$ cat src/rtl/alu_issue_ctrl_if.sv
`default_nettype none
// ============================================================================
// Module      : alu_issue_if
// Description : Request / ALU / response bundle between the control unit,
//               the issue controller and the 16-bit ALU.
//               master = requester/consumer side, slave = issue controller.
// Revision    : 1.0 - initial release
// ============================================================================
interface alu_issue_if #(
    parameter int WIDTH = 16,
    parameter int TAG_W = 3
);
    // Request channel
    logic             req_valid;
    logic             req_ready;
    logic [2:0]       req_fn;
    logic [WIDTH-1:0] req_a;
    logic [WIDTH-1:0] req_b;
    logic [TAG_W-1:0] req_tag;

    // ALU operand/result bus
    logic [WIDTH-1:0] alu_a;
    logic [WIDTH-1:0] alu_b;
    logic [3:0]       alu_op;
    logic [WIDTH-1:0] alu_r;

    // Response channel
    logic             rsp_valid;
    logic             rsp_ready;
    logic [WIDTH-1:0] rsp_data;
    logic             rsp_zero;
    logic             rsp_ovfl;
    logic             rsp_err;
    logic [TAG_W-1:0] rsp_tag;

    modport master (
        output req_valid, req_fn, req_a, req_b, req_tag,
        input  req_ready,
        input  alu_a, alu_b, alu_op,
        output alu_r,
        input  rsp_valid, rsp_data, rsp_zero, rsp_ovfl, rsp_err, rsp_tag,
        output rsp_ready
    );

    modport slave (
        input  req_valid, req_fn, req_a, req_b, req_tag,
        output req_ready,
        output alu_a, alu_b, alu_op,
        input  alu_r,
        output rsp_valid, rsp_data, rsp_zero, rsp_ovfl, rsp_err, rsp_tag,
        input  rsp_ready
    );
endinterface
`default_nettype wire

$ cat src/rtl/alu_issue_ctrl.sv
`default_nettype none
// ============================================================================
// Module      : alu_issue_ctrl
// Description : Issues one function request at a time to the datapath ALU,
//               holds its operands for a single execute cycle, captures the
//               result and returns it with locally computed zero / signed
//               overflow / illegal-function flags.
//               Optional feature macro: ALU_ISSUE_OVFL_TRAP_EN adds a sticky
//               overflow trap (rsp_trap / trap_clr) that blocks new requests.
// Revision    : 1.0 - initial release
// ============================================================================
module alu_issue_ctrl #(
    parameter int WIDTH = 16,
    parameter int TAG_W = 3
) (
    input  logic        clk,
    input  logic        rst,
    alu_issue_if.slave  bus,
    output logic        busy
`ifdef ALU_ISSUE_OVFL_TRAP_EN
    ,
    output logic        rsp_trap,
    input  logic        trap_clr
`endif
);

    // Request function codes
    localparam logic [2:0] c_FN_AND  = 3'b000;
    localparam logic [2:0] c_FN_OR   = 3'b001;
    localparam logic [2:0] c_FN_NOR  = 3'b010;
    localparam logic [2:0] c_FN_ADD  = 3'b011;
    localparam logic [2:0] c_FN_SUB  = 3'b100;
    localparam logic [2:0] c_FN_SLT  = 3'b101;
    localparam logic [2:0] c_FN_PASS = 3'b110;
    localparam logic [2:0] c_FN_ILL  = 3'b111;

    // ALU op codes
    localparam logic [3:0] c_OP_AND = 4'b0000;
    localparam logic [3:0] c_OP_OR  = 4'b0001;
    localparam logic [3:0] c_OP_NOR = 4'b0010;
    localparam logic [3:0] c_OP_ADD = 4'b0011;
    localparam logic [3:0] c_OP_SUB = 4'b0100;
    localparam logic [3:0] c_OP_SLT = 4'b0101;

    typedef enum logic [1:0] {
        S_IDLE = 2'd0,
        S_EXEC = 2'd1,
        S_RESP = 2'd2
    } state_t;

    state_t           state_q;
    logic [2:0]       fn_q;
    logic [TAG_W-1:0] tag_q;
    logic [WIDTH-1:0] alu_a_q, alu_b_q;
    logic [3:0]       alu_op_q;
    logic             rsp_valid_q;
    logic [WIDTH-1:0] rsp_data_q;
    logic             rsp_zero_q, rsp_ovfl_q, rsp_err_q;
    logic [TAG_W-1:0] rsp_tag_q;

    logic [WIDTH-1:0] alu_a_d, alu_b_d;
    logic [3:0]       alu_op_d;
    logic [WIDTH-1:0] rsp_data_d;
    logic             rsp_zero_d, rsp_ovfl_d, rsp_err_d;
    logic             trap_block;

    // Translate the incoming function into ALU operands/op; pass-a rides on
    // add with b forced to zero, illegal issues a harmless all-zero AND.
    always_comb begin
        alu_op_d = c_OP_AND;
        alu_a_d  = bus.req_a;
        alu_b_d  = bus.req_b;
        case (bus.req_fn)
            c_FN_AND:  alu_op_d = c_OP_AND;
            c_FN_OR:   alu_op_d = c_OP_OR;
            c_FN_NOR:  alu_op_d = c_OP_NOR;
            c_FN_ADD:  alu_op_d = c_OP_ADD;
            c_FN_SUB:  alu_op_d = c_OP_SUB;
            c_FN_SLT:  alu_op_d = c_OP_SLT;
            c_FN_PASS: begin
                alu_op_d = c_OP_ADD;
                alu_b_d  = '0;
            end
            default: begin
                alu_op_d = c_OP_AND;
                alu_a_d  = '0;
                alu_b_d  = '0;
            end
        endcase
    end

    // Result capture and flag generation from the held operands' sign bits.
    always_comb begin
        rsp_err_d  = (fn_q == c_FN_ILL);
        rsp_data_d = rsp_err_d ? '0 : bus.alu_r;
        rsp_zero_d = !rsp_err_d && (bus.alu_r == '0);
        rsp_ovfl_d = 1'b0;
        case (fn_q)
            c_FN_ADD: rsp_ovfl_d = (alu_a_q[WIDTH-1] == alu_b_q[WIDTH-1]) &&
                                   (bus.alu_r[WIDTH-1] != alu_a_q[WIDTH-1]);
            c_FN_SUB: rsp_ovfl_d = (alu_a_q[WIDTH-1] != alu_b_q[WIDTH-1]) &&
                                   (bus.alu_r[WIDTH-1] != alu_a_q[WIDTH-1]);
            default:  rsp_ovfl_d = 1'b0;
        endcase
    end

`ifdef ALU_ISSUE_OVFL_TRAP_EN
    logic trap_q;

    // Sticky overflow trap: set at the capture edge, cleared by trap_clr;
    // a set in the same cycle as a clear wins so no overflow is lost.
    always_ff @(posedge clk) begin
        if (rst) begin
            trap_q <= 1'b0;
        end else if (state_q == S_EXEC && rsp_ovfl_d) begin
            trap_q <= 1'b1;
        end else if (trap_clr) begin
            trap_q <= 1'b0;
        end
    end

    assign trap_block = trap_q;
    assign rsp_trap   = trap_q;
`else
    assign trap_block = 1'b0;
`endif

    // Issue FSM: IDLE accepts, EXEC drives the ALU for one cycle, RESP holds
    // the response until the consumer takes it.
    always_ff @(posedge clk) begin
        if (rst) begin
            state_q     <= S_IDLE;
            fn_q        <= '0;
            tag_q       <= '0;
            alu_a_q     <= '0;
            alu_b_q     <= '0;
            alu_op_q    <= '0;
            rsp_valid_q <= 1'b0;
            rsp_data_q  <= '0;
            rsp_zero_q  <= 1'b0;
            rsp_ovfl_q  <= 1'b0;
            rsp_err_q   <= 1'b0;
            rsp_tag_q   <= '0;
        end else begin
            case (state_q)
                S_IDLE: begin
                    if (bus.req_valid && !trap_block) begin
                        fn_q     <= bus.req_fn;
                        tag_q    <= bus.req_tag;
                        alu_a_q  <= alu_a_d;
                        alu_b_q  <= alu_b_d;
                        alu_op_q <= alu_op_d;
                        state_q  <= S_EXEC;
                    end
                end
                S_EXEC: begin
                    rsp_data_q  <= rsp_data_d;
                    rsp_zero_q  <= rsp_zero_d;
                    rsp_ovfl_q  <= rsp_ovfl_d;
                    rsp_err_q   <= rsp_err_d;
                    rsp_tag_q   <= tag_q;
                    rsp_valid_q <= 1'b1;
                    alu_a_q     <= '0;
                    alu_b_q     <= '0;
                    alu_op_q    <= '0;
                    state_q     <= S_RESP;
                end
                S_RESP: begin
                    if (bus.rsp_ready) begin
                        rsp_valid_q <= 1'b0;
                        state_q     <= S_IDLE;
                    end
                end
                default: begin
                    state_q <= S_IDLE;
                end
            endcase
        end
    end

    assign bus.req_ready = (state_q == S_IDLE) && !trap_block;
    assign busy          = (state_q != S_IDLE);
    assign bus.alu_a     = alu_a_q;
    assign bus.alu_b     = alu_b_q;
    assign bus.alu_op    = alu_op_q;
    assign bus.rsp_valid = rsp_valid_q;
    assign bus.rsp_data  = rsp_data_q;
    assign bus.rsp_zero  = rsp_zero_q;
    assign bus.rsp_ovfl  = rsp_ovfl_q;
    assign bus.rsp_err   = rsp_err_q;
    assign bus.rsp_tag   = rsp_tag_q;

endmodule
`default_nettype wire

$ cat src/flat_wrapper.sv
// flat-port wrapper written by rule: the top's interface ports become plain ports
module alu_issue_ctrl_flat 
#(
    parameter int WIDTH = 16,
    parameter int TAG_W = 3
)
  (clk, rst, busy, bus_req_valid, bus_req_fn, bus_req_a, bus_req_b, bus_req_tag, bus_req_ready, bus_alu_a, bus_alu_b, bus_alu_op, bus_alu_r, bus_rsp_valid, bus_rsp_data, bus_rsp_zero, bus_rsp_ovfl, bus_rsp_err, bus_rsp_tag, bus_rsp_ready);
  alu_issue_if #(.WIDTH(WIDTH), .TAG_W(TAG_W)) bus_i ();
  input  logic clk;
  input  logic rst;
  output logic busy;
  input wire logic [$bits(bus_i.req_valid)-1:0] bus_req_valid;
  input wire logic [$bits(bus_i.req_fn)-1:0] bus_req_fn;
  input wire logic [$bits(bus_i.req_a)-1:0] bus_req_a;
  input wire logic [$bits(bus_i.req_b)-1:0] bus_req_b;
  input wire logic [$bits(bus_i.req_tag)-1:0] bus_req_tag;
  output wire logic [$bits(bus_i.req_ready)-1:0] bus_req_ready;
  output wire logic [$bits(bus_i.alu_a)-1:0] bus_alu_a;
  output wire logic [$bits(bus_i.alu_b)-1:0] bus_alu_b;
  output wire logic [$bits(bus_i.alu_op)-1:0] bus_alu_op;
  input wire logic [$bits(bus_i.alu_r)-1:0] bus_alu_r;
  output wire logic [$bits(bus_i.rsp_valid)-1:0] bus_rsp_valid;
  output wire logic [$bits(bus_i.rsp_data)-1:0] bus_rsp_data;
  output wire logic [$bits(bus_i.rsp_zero)-1:0] bus_rsp_zero;
  output wire logic [$bits(bus_i.rsp_ovfl)-1:0] bus_rsp_ovfl;
  output wire logic [$bits(bus_i.rsp_err)-1:0] bus_rsp_err;
  output wire logic [$bits(bus_i.rsp_tag)-1:0] bus_rsp_tag;
  input wire logic [$bits(bus_i.rsp_ready)-1:0] bus_rsp_ready;
  assign bus_i.req_valid = bus_req_valid;
  assign bus_i.req_fn = bus_req_fn;
  assign bus_i.req_a = bus_req_a;
  assign bus_i.req_b = bus_req_b;
  assign bus_i.req_tag = bus_req_tag;
  assign bus_req_ready = bus_i.req_ready;
  assign bus_alu_a = bus_i.alu_a;
  assign bus_alu_b = bus_i.alu_b;
  assign bus_alu_op = bus_i.alu_op;
  assign bus_i.alu_r = bus_alu_r;
  assign bus_rsp_valid = bus_i.rsp_valid;
  assign bus_rsp_data = bus_i.rsp_data;
  assign bus_rsp_zero = bus_i.rsp_zero;
  assign bus_rsp_ovfl = bus_i.rsp_ovfl;
  assign bus_rsp_err = bus_i.rsp_err;
  assign bus_rsp_tag = bus_i.rsp_tag;
  assign bus_i.rsp_ready = bus_rsp_ready;
  alu_issue_ctrl #(.WIDTH(WIDTH), .TAG_W(TAG_W)) u_core (.clk(clk), .rst(rst), .bus(bus_i), .busy(busy));
endmodule
$ cat config.mk
export PLATFORM = sky130hd
export DESIGN_NAME = alu_issue_ctrl_flat
export DESIGN_NICKNAME = d
export VERILOG_FILES = /design/src/rtl/alu_issue_ctrl_if.sv /design/src/rtl/alu_issue_ctrl.sv /design/src/flat_wrapper.sv
export SDC_FILE = /design/constraint.sdc
export NUM_CORES = 1
export LEC_CHECK = 0
export ABC_AREA = 1
export BUFFER_PORTS_ARGS = -buffer_cell sky130_fd_sc_hd__clkbuf_2
export CAP_MARGIN = 20
export CORE_UTILIZATION = 25
export CTS_CLUSTER_DIAMETER = 40
export DETAILED_ROUTE_END_ITERATION = 8
export RECOVER_POWER = 100
export SYNTH_ARGS = -nofsm -noshare
export SYNTH_HDL_FRONTEND = slang
export SYNTH_SLANG_ARGS = --single-unit
$ cat constraint.sdc
create_clock -name clk -period 1.3 [get_ports clk]
set_clock_uncertainty 0.05 [all_clocks]
set_input_delay 0.13 -clock clk [delete_from_list [all_inputs] [get_ports clk]]
set_output_delay 0.13 -clock clk [all_outputs]
set_load 0.02 [all_outputs]
After elaboration in Yosys (flattened, before gate mapping)

Cells that the tools add are included.

Input bits: 58
Register bits after elaboration: 67

Equal/unequal tests: 16
Mux-type cells: 16
Reductions and logical operators: 17

Operators with widths:

| operator                                                         | count |
|---|---|
| 16-bit two-way mux                                               | 5 |
| 16-bit case mux with 2 select lines                              | 2 |
| 16-bit logical NOT                                               | 1 |
| 3-bit == test (second input constant)                            | 5 |
| 3-bit case mux with 5 select lines                               | 1 |
| 3-bit by 2-bit == test with 1-bit output (second input constant) | 3 |
| 4-bit case mux with 2 select lines                               | 1 |
| 2-bit AND reduction                                              | 4 |
| 7-bit OR reduction                                               | 1 |
| 2-bit case mux with 3 select lines                               | 1 |
| 2-bit nonzero test                                               | 3 |
| 6-bit OR reduction                                               | 1 |
| 2-bit two-way mux                                                | 2 |
| 4-bit two-way mux                                                | 1 |
| 2-bit != test (second input constant)                            | 2 |
| 1-bit case mux with 2 select lines                               | 2 |
| 3-bit by 1-bit == test with 1-bit output (second input constant) | 1 |
| 1-bit logical AND                                                | 3 |
| 3-bit logical NOT                                                | 1 |
| 2-bit by 1-bit == test with 1-bit output (second input constant) | 1 |
| 2-bit == test (second input constant)                            | 1 |
| 2-bit logical NOT                                                | 1 |
| 1-bit != test                                                    | 2 |
| 2-bit OR reduction                                               | 1 |
| other kinds (3)                                                  | 3 |

Longest topological paths before layout

Gate-level depths: netlist of the first run.

Depth after elaboration: 5
Gate-level depth with buffers: 7

Least setup slack after synthesis of the first run

No wires, ideal clock.

Path kind: register -> register
Start point: reg u_core.state_q[1]
End point: reg u_core.alu_a_q[8], in the netlist u_core.bus.alu_a[8]
Arrival time: 1170 ps
Stages on the path, launching flop included: 8
Clock period less this slack: 1348 ps
Path slack: -48 ps
Path buffers: 1
Cells stage by stage: dfxtp_1 > nor2_4 > nand2_4 > inv_4 > nor2_8 > buf_6 > a22oi_1 > nor2_1

Cells in the longest elaborated chain, start to end: 3

Ends and longest elaborated chain:

| element                                                                     | line                  | source |
|---|---|---|
| start: declaration                                                          | alu_issue_ctrl.sv:51  | `state_t state_q;` |
| start signal: assignment                                                    | alu_issue_ctrl.sv:132 | `state_q <= S_IDLE;` |
| start signal: assignment                                                    | alu_issue_ctrl.sv:153 | `state_q <= S_EXEC;` |
| start signal: assignment                                                    | alu_issue_ctrl.sv:166 | `state_q <= S_RESP;` |
| 2-bit logical NOT (*)                                                       | -                     |  |
| named net bus_req_ready                                                     | flat_wrapper.sv:17    | `output wire logic [$bits(bus_i.req_ready)-1:0] bus_req_ready;` |
| 2-bit != test (no source line) / 2-bit nonzero test (equally long branches) | -                     |  |
| 2-bit AND reduction (no source line)                                        | -                     |  |
| end signal: assignment                                                      | alu_issue_ctrl.sv:150 | `alu_a_q <= alu_a_d;` |
| end: declaration                                                            | alu_issue_ctrl.sv:54  | `logic [WIDTH-1:0] alu_a_q, alu_b_q;` |

The timed path passes the listed nets; every way through them passes the cells marked *.
A chain may end at the register's enable or synchronous reset.

Final worst setup path of the first run

Start point: reg u_core.state_q[1]
End point: reg u_core.alu_a_q[5], in the netlist u_core.bus.alu_a[5]

Cells in the longest elaborated chain, start to end: 3

Ends and longest elaborated chain:

| element                                                                              | line                  | source |
|---|---|---|
| 2-bit by 1-bit == test with 1-bit output / 2-bit logical NOT (equally long branches) | alu_issue_ctrl.sv:145 | `case (state_q)` |
| 2-bit nonzero test (no source line) / 2-bit != test (equally long branches)          | -                     |  |
| 2-bit AND reduction (no source line)                                                 | -                     |  |

Parallel ways exist; a longest one is shown, timed or not.

==> results.sh, run 1 <==
export IMPL_outcome="finished clean"
export IMPL_syn_nets=366
export IMPL_synth_top_cell_area_share=0.530
export IMPL_diodes=0
export IMPL_initial_core_util=0.256
export IMPL_start_kind="flip-flop"
export IMPL_rsz0062_at_grt="yes"
export IMPL_cap_violations=0
export IMPL_dr_total_vias=2687
export IMPL_cp_max_fo=6
export IMPL_synthArstFlopShare=0
export IMPL_timing_final_crit_share=0.971
export IMPL_finalMaxSlewViolations=0
export IMPL_track_usage=0.155
export IMPL_setup_viol=0
export IMPL_drive_gt1_frac=0.269
export IMPL_finalHoldViolCount=0
export IMPL_grt_pass1_vias=2564
export IMPL_initialDrtViolationCount=82
export IMPL_dr_wl_met2_mm=3.92
export IMPL_yosys_top_cells_count="nand2_1, dfxtp_1, nor2_1"
export IMPL_finalPower_w=0.00513
export IMPL_fmax_mhz=792
export IMPL_nets=543
export IMPL_pin_count=119
export IMPL_cts_root_buf="clkbuf_8"
export IMPL_gr_total_overflow=0
export IMPL_p_leak_nw=1.72
export IMPL_cts_htree_levels=3
export IMPL_fin_crit_ps=1260
export IMPL_arrival_ps=1440
export IMPL_avgRoutedWirePerCell_um=12.5
export IMPL_syn2layout_area_growth_pct=62.7
export IMPL_routed_top_layer="met4"
export IMPL_fin_area_mm2=0.00406
export IMPL_synth_area_leader_cell="dfxtp_1"
export IMPL_synth_warnings=0
export IMPL_grt_pass1_wl_mm=12.1
export IMPL_cts_sinks=66
export IMPL_grt_max_degree=25
export IMPL_ys_ff_latch=66
export IMPL_die_area_mm2=0.0104
export IMPL_endpoint_kind="flip-flop"
export IMPL_vias_per_cell=4.31
export IMPL_synth_edff_count=0
export IMPL_postRouteAntennaNets=0
export IMPL_clk_pin_slew_ps=70
export IMPL_die_w_um=102
export IMPL_placed_area_mm2=0.00329
export IMPL_cts_tree="built"
export IMPL_crit_required_ps=1480
export IMPL_drtPass1Iterations=4
export IMPL_synth_main_ff_cell="dfxtp_1"
export IMPL_nFillCells=1002
export IMPL_antenna_found_initial=0
export IMPL_drc=0
export IMPL_hp_class="input pin to flip-flop"
export IMPL_syn_area_mm2=0.00249
export IMPL_gp_congestion=0.732
export IMPL_route_met3_wl_um=542
export IMPL_yosysUniqueCellTypes=23
export IMPL_dp_hpwl_mm=5.03
export IMPL_avgSynthCellArea_um2=8.10
export IMPL_seq_area_frac_synth=0.530
export IMPL_fp_row_count=36
export IMPL_vdd_ir_drop_max_mv=0.482
export IMPL_port_buffers=117
export IMPL_die_y_um=102
export IMPL_cts_buffers=9
export IMPL_yosys_cell_count_top_type="nand2_1"
export IMPL_coreArea_mm2=0.00973
export IMPL_routed_wl_mm=7.82
export IMPL_clk_path_buf_depth=2
export IMPL_yosys_top_cells_area="dfxtp_1, nand2_1, a21oi_1"
export IMPL_worst_setup_path_type="flip-flop to flip-flop"
export IMPL_syn_inst=308
export IMPL_pwr_density_cell_mw_per_mm2=1260
export IMPL_wl_met1_mm=3.27
export IMPL_clk_insertion_delay_late_ps=340
-- through the flow --
stage	std cells	util	worst slack [ps]	setup TNS, ps	hold WS, ps
finish	623	0.417	37.7	0	9.34
global route	623	0.417	-12.3	-33.8	21.7
CTS	621	0.414	0.141	0	0.369
detailed placement	554	0.338	-9.09	-9.09	292
global placement	554	0.338	31.6	0	287
floorplan	308	-	-1.36	-13.5	179
-- cells in the final DEF (no fill, tap or decap) --
cell type and count:
bufinv_16 2, nor2_8 1, a22oi_1 9, a211oi_1 2
inv_8 1, clkbuf_2 81, dlygate4sd3_1 49, clkbuf_1 37
dfxtp_4 2, o21ai_1 4, inv_2 2, o21ai_0 6
clkinv_4 1, clkinv_2 1, a21oi_4 1, nor2_1 46
conb_1 1, clkbuf_8 11, nand2_1 67, nand2_4 2
a21oi_1 41, buf_12 5, inv_1 9, nand3_1 23
nor2_4 2, inv_6 1, a22oi_2 7, dfxtp_1 64
buf_4 12
-- power breakdown --
part / total [W] / switching [W] / internal [W] / leakage, nW
Sequential: 0.00221 / 0.0000720 / 0.00214 / 0.541
Combinational: 0.000948 / 0.000527 / 0.000421 / 1.06
Clock: 0.00197 / 0.000785 / 0.00119 / 0.117
Total: 0.00513 / 0.00138 / 0.00375 / 1.72
-- cell type report --
cell class              instances  area [µm²]  area share
clock buffers                  12         155      0.0382
inverters                      13        61.3      0.0151
flip-flops and latches         66        1330       0.328
clock inverters                 4        73.8      0.0182
well taps                     133         166      0.0410
repair buffers                183        1220       0.301
multi-input cells             212        1050       0.259
-- flip-flops by register name, summed over array words and instances (netlist names) --
register and count:
u_core.bus.alu_a 16, u_core.bus.alu_b 16, u_core.bus.rsp_data 16, u_core.bus.alu_op 3
u_core.bus.rsp_tag 3, u_core.fn_q 3, u_core.tag_q 3, u_core.state_q 2
u_core.bus.rsp_err 1, u_core.bus.rsp_ovfl 1, u_core.bus.rsp_valid 1, u_core.bus.rsp_zero 1
-- repair_timing --
action,in CTS,in global routing
gates cloned,0,0
hold endpoints to repair,49,0
pin swaps,2,3
endpoints found under the setup margin,3,44
gates resized for setup,1,14
setup buffers,2,2
hold buffers,49,0
-- final timing paths --
path	startpoint	to	slack, ps	cells past startpoint
min reg2reg	u_core.bus.alu_b[5]	u_core.bus.alu_b[5]	410	2
max	u_core.state_q[1]	u_core.bus.alu_a[5]	40	7
min	bus_req_tag[1]	u_core.tag_q[1]	9	3
max reg2reg	u_core.state_q[1]	u_core.bus.alu_a[5]	40	7
-- worst max-delay path: stages (launching register included) --
cell and delay, ps:
dfxtp_4 360, nor2_4 130, nand2_4 90, inv_6 90, nor2_8 50, buf_4 150
a22oi_1 180, nor2_1 60
-- cells by family (layout without fill, tap and decap cells) --
kind of cell,Yosys count,in the layout,synth area share
compound gates,70,70,0.163
flops,66,66,0.530
simple gates,141,141,0.240
other cells,1,1,0.00150
buf+inv,30,212,0.0652
-- routing by layer --
metal | vias to the layer above | GRT usage
li1 | 1374 | -
met1 | 1215 | 0.172
met2 | 90 | 0.274
met3 | 8 | 0.0595
met4 | 0 | 0.0473
met5 | - | 0
(Power assumes the default switching activity.)
==> inputs of run 2 (changes only) <==
--- a/config.mk
+++ b/config.mk
@@ -6,11 +6,11 @@
 export NUM_CORES = 1
 export LEC_CHECK = 0
 export ABC_AREA = 1
-export BUFFER_PORTS_ARGS = -buffer_cell sky130_fd_sc_hd__clkbuf_2
 export CAP_MARGIN = 20
 export CORE_UTILIZATION = 25
 export CTS_CLUSTER_DIAMETER = 40
 export DETAILED_ROUTE_END_ITERATION = 8
+export DONT_BUFFER_PORTS = 1
 export RECOVER_POWER = 100
 export SYNTH_ARGS = -nofsm -noshare
 export SYNTH_HDL_FRONTEND = slang
==> results.sh, run 2 (same netlist as run 1, synthesis figures left out) <==
export IMPL_outcome="finished with violations"
export IMPL_violations="hold timing"
export IMPL_cts_htree_levels=3
export IMPL_drive_gt1_frac=0.198
export IMPL_syn2layout_area_growth_pct=25.8
export IMPL_final_common_cell="dfxtp_1"
export IMPL_avgRoutedWirePerCell_um=14.4
export IMPL_worst_setup_path_type="flip-flop to flip-flop"
export IMPL_cp_cell_sequence="inv_2 -> nor2_4 -> nand2_2 -> clkinv_4 -> clkbuf_16 -> nand2_1 -> a21oi_2"
export IMPL_gp_congestion=0.694
export IMPL_initialDrtViolationCount=74
export IMPL_crit_required_ps=1520
export IMPL_dr_wl_met2_mm=3.16
export IMPL_layout_common_cells="dfxtp_1, nand2_1, nor2_1"
export IMPL_dr_total_vias=2150
export IMPL_routed_top_layer="met4"
export IMPL_nets=388
export IMPL_timing_final_crit_share=0.978
export IMPL_endpoint_kind="flip-flop"
export IMPL_grt_pass1_vias=2069
export IMPL_cts_sinks=66
export IMPL_die_y_um=102
export IMPL_start_kind="flip-flop"
export IMPL_clk_pin_slew_ps=70
export IMPL_vias_per_cell=4.61
export IMPL_dp_hpwl_mm=4.68
export IMPL_slowest_delay_ps=370
export IMPL_setup_viol=0
export IMPL_setup_worst_path_start="u_core.state_q[0]"
export IMPL_grt_pass1_wl_mm=9.94
export IMPL_diodes=0
export IMPL_finalMaxSlewViolations=0
export IMPL_seq_area_mm2=0.00133
export IMPL_die_w_um=102
export IMPL_utilization=0.322
export IMPL_p_leak_nw=1.15
export IMPL_rsz0062_at_grt="yes"
export IMPL_arrival_ps=1490
export IMPL_wl_met1_mm=2.70
export IMPL_vdd_ir_drop_max_mv=0.526
export IMPL_fin_area_mm2=0.00314
export IMPL_initial_core_util=0.256
export IMPL_hp_class="input pin to flip-flop"
export IMPL_nFillCells=1067
export IMPL_routed_wl_mm=6.73
export IMPL_fp_row_count=36
export IMPL_drc=0
export IMPL_cts_buffers=9
export IMPL_gr_total_overflow=0
export IMPL_track_usage=0.131
export IMPL_postRouteAntennaNets=0
export IMPL_pin_count=119
export IMPL_cts_root_buf="clkbuf_8"
export IMPL_fmax_mhz=787
export IMPL_multi_input_area_mm2=0.00110
export IMPL_whs_ps=-203
export IMPL_cp_max_fo=5
export IMPL_pwr_density_cell_mw_per_mm2=1470
export IMPL_cts_hold_fix_buffers=5
export IMPL_clk_path_buf_depth=2
export IMPL_placed_area_mm2=0.00277
export IMPL_hp_start="rst"
export IMPL_coreArea_mm2=0.00973
export IMPL_slowest_stage="dfxtp_4"
export IMPL_finalHoldViolCount=57
export IMPL_clk_insertion_delay_late_ps=340
export IMPL_timing_rr_start="u_core.state_q[0]"
export IMPL_port_buffers=0
export IMPL_antenna_found_initial=0
export IMPL_drtPass1Iterations=4
export IMPL_die_area_mm2=0.0104
export IMPL_grt_max_degree=59
export IMPL_route_met3_wl_um=708
export IMPL_fin_crit_ps=1270
export IMPL_cts_tree="built"
export IMPL_cap_violations=0
-- run 2: cell count changes in the layout (fill, tap and decap cells not counted), moves of 5 or more --
cell / previous run / this run
clkbuf_2: 81 / 2
dlygate4sd3_1: 49 / 5
clkbuf_1: 37 / 4
a21oi_1: 41 / 36
a21oi_2: 0 / 5
buf_4: 12 / 7
nand2_2: 0 / 5
-- run 2: layout make-up --
class,count,share of cell area
sequential,66,0.423
clock inverter,3,0.0128
inverter,13,0.0187
tap,133,0.0531
timing repair buffer,28,0.0949
multi-input combinational,212,0.349
clock buffer,11,0.0483
-- run 2: per-stage QoR --
step | setup WS, ps | hold WS [ps] | cells | setup TNS (ps) | power [W]
final | 29.2 | -203 | 466 | 0 | 0.00460
after global routing | -36.6 | -229 | 466 | -539 | 0.00484
after CTS | -0.0586 | -230 | 463 | -0.0586 | 0.00464
after detailed placement | -20.6 | 155 | 442 | -23.0 | 0.00288
after global placement | 45.9 | 153 | 442 | 0 | 0.00286
after floorplan | -1.36 | 179 | 308 | -13.5 | 0.00273
-- run 2: repair_timing --
| item | in CTS | in global routing |
|---|---|---|
| pin swaps | 1 | 5 |
| resized for setup | 4 | 21 |
| setup endpoints to repair | 15 | 45 |
| setup buffers | 2 | 3 |
| gates cloned | 0 | 1 |
| hold endpoints to repair | 62 | 57 |
-- run 2: final timing paths --
kind	endpoint	slack (ps)	cells after the start
max reg2reg	u_core.bus.rsp_data[7]	30	7
min	u_core.bus.alu_b[1]	-200	1
max	u_core.bus.rsp_data[7]	30	7
min reg2reg	u_core.bus.rsp_ovfl	410	2
-- run 2: per-layer routing --
metal  global-route usage  vias to the layer above
li1                     -                     1058
met4               0.0769                        0
met3               0.0540                       13
met2                0.214                       99
met1                0.143                      980
met5                    0                        -
-- run 2: worst max-delay path, delay by kind of cell (launching register included) --
family	cells	cell delay, ps
compound gates	1	110
simple gates	3	380
flops	1	370
buf+inv	3	290
-- run 2: power breakdown --
group	total [W]	switching (W)	internal (W)
logic	0.000552	0.000299	0.000253
registers	0.00234	0.000200	0.00214
clock network	0.00171	0.000747	0.000963
==> inputs of run 3 (changes only) <==
--- a/config.mk
+++ b/config.mk
@@ -5,7 +5,6 @@
 export SDC_FILE = /design/constraint.sdc
 export NUM_CORES = 1
 export LEC_CHECK = 0
-export ABC_AREA = 1
 export CAP_MARGIN = 20
 export CORE_UTILIZATION = 25
 export CTS_CLUSTER_DIAMETER = 40
==> results.sh, run 3 <==
export IMPL_grt_max_degree=68
export IMPL_vdd_ir_drop_max_mv=0.426
export IMPL_gr_total_overflow=0
export IMPL_synth_warnings=0
export IMPL_cp_cell_sequence="or3b_4 -> a21oi_4 -> clkbuf_16 -> a22oi_1 -> nor2_1"
export IMPL_postRouteAntennaNets=0
export IMPL_coreArea_mm2=0.00924
export IMPL_fin_setup_tns_ps=-3860
export IMPL_synth_area_leader_cell="dfxtp_1"
export IMPL_ys_ff_latch=66
export IMPL_grt_pass1_wl_mm=8.77
export IMPL_pwr_density_cell_mw_per_mm2=1500
export IMPL_layout_common_cells="dfxtp_1, nor2_1, a22oi_1"
export IMPL_avgRoutedWirePerCell_um=15.0
export IMPL_timing_final_crit_share=1.11
export IMPL_fin_ws_ps=-139
export IMPL_endpoint_kind="flip-flop"
export IMPL_cts_sinks=66
export IMPL_syn_inst=255
export IMPL_synth_edff_count=0
export IMPL_final_common_cell="dfxtp_1"
export IMPL_fp_row_count=35
export IMPL_die_y_um=99.8
export IMPL_vias_per_cell=4.81
export IMPL_yosysUniqueCellTypes=29
export IMPL_path_delay_family="simple AND/OR/NAND/NOR gates"
export IMPL_arrival_ps=1660
export IMPL_crit_required_ps=1520
export IMPL_initial_core_util=0.259
export IMPL_fmax_mhz=695
export IMPL_drive_gt1_frac=0.227
export IMPL_placed_area_mm2=0.00269
export IMPL_hp_start="rst"
export IMPL_antenna_found_initial=0
export IMPL_cp_max_fo=8
export IMPL_dp_hpwl_mm=3.95
export IMPL_clk_insertion_delay_late_ps=330
export IMPL_port_buffers=0
export IMPL_dr_total_vias=1953
export IMPL_violations="hold timing, setup timing"
export IMPL_seq_area_frac_synth=0.553
export IMPL_clk_pin_slew_ps=70
export IMPL_slowest_stage="or3b_4"
export IMPL_finalMaxSlewViolations=0
export IMPL_pin_count=119
export IMPL_drc=0
export IMPL_cts_tree="built"
export IMPL_syn2layout_area_growth_pct=25.2
export IMPL_cts_root_buf="clkbuf_8"
export IMPL_worst_setup_path_type="flip-flop to flip-flop"
export IMPL_die_w_um=99.8
export IMPL_outcome="finished with violations"
export IMPL_slowest_delay_ps=440
export IMPL_drtPass1Iterations=4
export IMPL_timing_rr_start="u_core.state_q[0]"
export IMPL_avgSynthCellArea_um2=9.38
export IMPL_hp_class="input pin to flip-flop"
export IMPL_setup_worst_path_start="u_core.state_q[0]"
export IMPL_gp_congestion=0.680
export IMPL_clk_path_buf_depth=2
export IMPL_fin_crit_ps=1440
export IMPL_whs_ps=-185
export IMPL_nets=331
export IMPL_finalHoldViolCount=66
export IMPL_die_area_mm2=0.00996
export IMPL_rsz0062_at_grt="yes"
export IMPL_synth_main_ff_cell="dfxtp_1"
export IMPL_worstPathBufferInverterCount=1
export IMPL_syn_nets=313
export IMPL_cap_violations=0
export IMPL_routed_wl_mm=6.07
export IMPL_p_leak_nw=1.09
export IMPL_fin_area_mm2=0.00299
export IMPL_syn_area_mm2=0.00239
export IMPL_yosys_top_cells_area="dfxtp_1, a22oi_1, nor2_1"
export IMPL_cts_htree_levels=3
export IMPL_diodes=0
export IMPL_yosys_top_cells_count="dfxtp_1, nor2_1, a22oi_1"
export IMPL_yosys_cell_count_top_type="dfxtp_1"
export IMPL_synth_top_cell_area_share=0.553
export IMPL_start_kind="flip-flop"
export IMPL_cts_buffers=9
export IMPL_grt_pass1_vias=1828
export IMPL_setup_viol=37
export IMPL_initialDrtViolationCount=73
export IMPL_track_usage=0.118
export IMPL_synthArstFlopShare=0
[run 3: through the flow]
| stage | total power (W) | instances | hold slack (ps) | worst slack, ps | util |
|---|---|---|---|---|---|
| after floorplan | 0.00269 | 255 | 182 | -117 | - |
| after global placement | 0.00280 | 387 | 154 | -84.9 | 0.291 |
| after detailed placement | 0.00281 | 387 | 155 | -142 | 0.291 |
| after CTS | 0.00452 | 402 | -218 | -148 | 0.314 |
| after global routing | 0.00470 | 406 | -219 | -189 | 0.324 |
| final | 0.00449 | 406 | -185 | -139 | 0.324 |
[run 3: cell type report]
class                           count  area, µm²
Tap cell                          129        161
Timing Repair Buffer               25        239
Clock inverter                      3       40.0
Inverter                            1       3.75
Multi-Input combinational cell    170       1080
Clock buffer                       12        145
Fill cell                         961       6250
Sequential cell                    66       1330
[run 3: cell families (layout without fill, tap and decap cells)]
logic type,Yosys count,in the layout,share of synthesized area
multiplexers,1,1,0.00419
AO/OA/AOI/OAI,67,67,0.211
AND/OR/NAND/NOR,99,99,0.184
buffers and inverters,19,41,0.0392
flip-flops,66,66,0.553
XOR/XNOR,2,2,0.00733
other,1,1,0.00157
[run 3: final timing paths]
path	slack [ps]	end	cells after the start
setup / recovery	-140	u_core.bus.alu_b[7]	5
hold / removal	-190	u_core.bus.rsp_data[7]	1
setup reg to reg	-140	u_core.bus.alu_b[7]	5
hold reg to reg	400	u_core.tag_q[1]	2
[run 3: power by group]
part	leakage [nW]	total, W	internal (W)	switching (W)
clock network	0.0962	0.00167	0.000923	0.000747
registers	0.540	0.00231	0.00213	0.000183
logic	0.451	0.000502	0.000243	0.000259
[run 3: metal layers]
metal,vias to the layer above,GRT usage,share of wire
li1,933,-,-
met5,-,0,0
met1,928,0.134,0.43
met3,12,0.0494,0.075
met4,0,0.0577,0.017
met2,80,0.190,0.48
[run 3: timing repair]
action / in CTS / in global routing
setup buffers: 0 / 3
hold endpoints to repair: 66 / 66
resized for setup: 5 / 15
endpoints found under the setup margin: 55 / 54
pin swaps: 0 / 9
cloned: 0 / 1
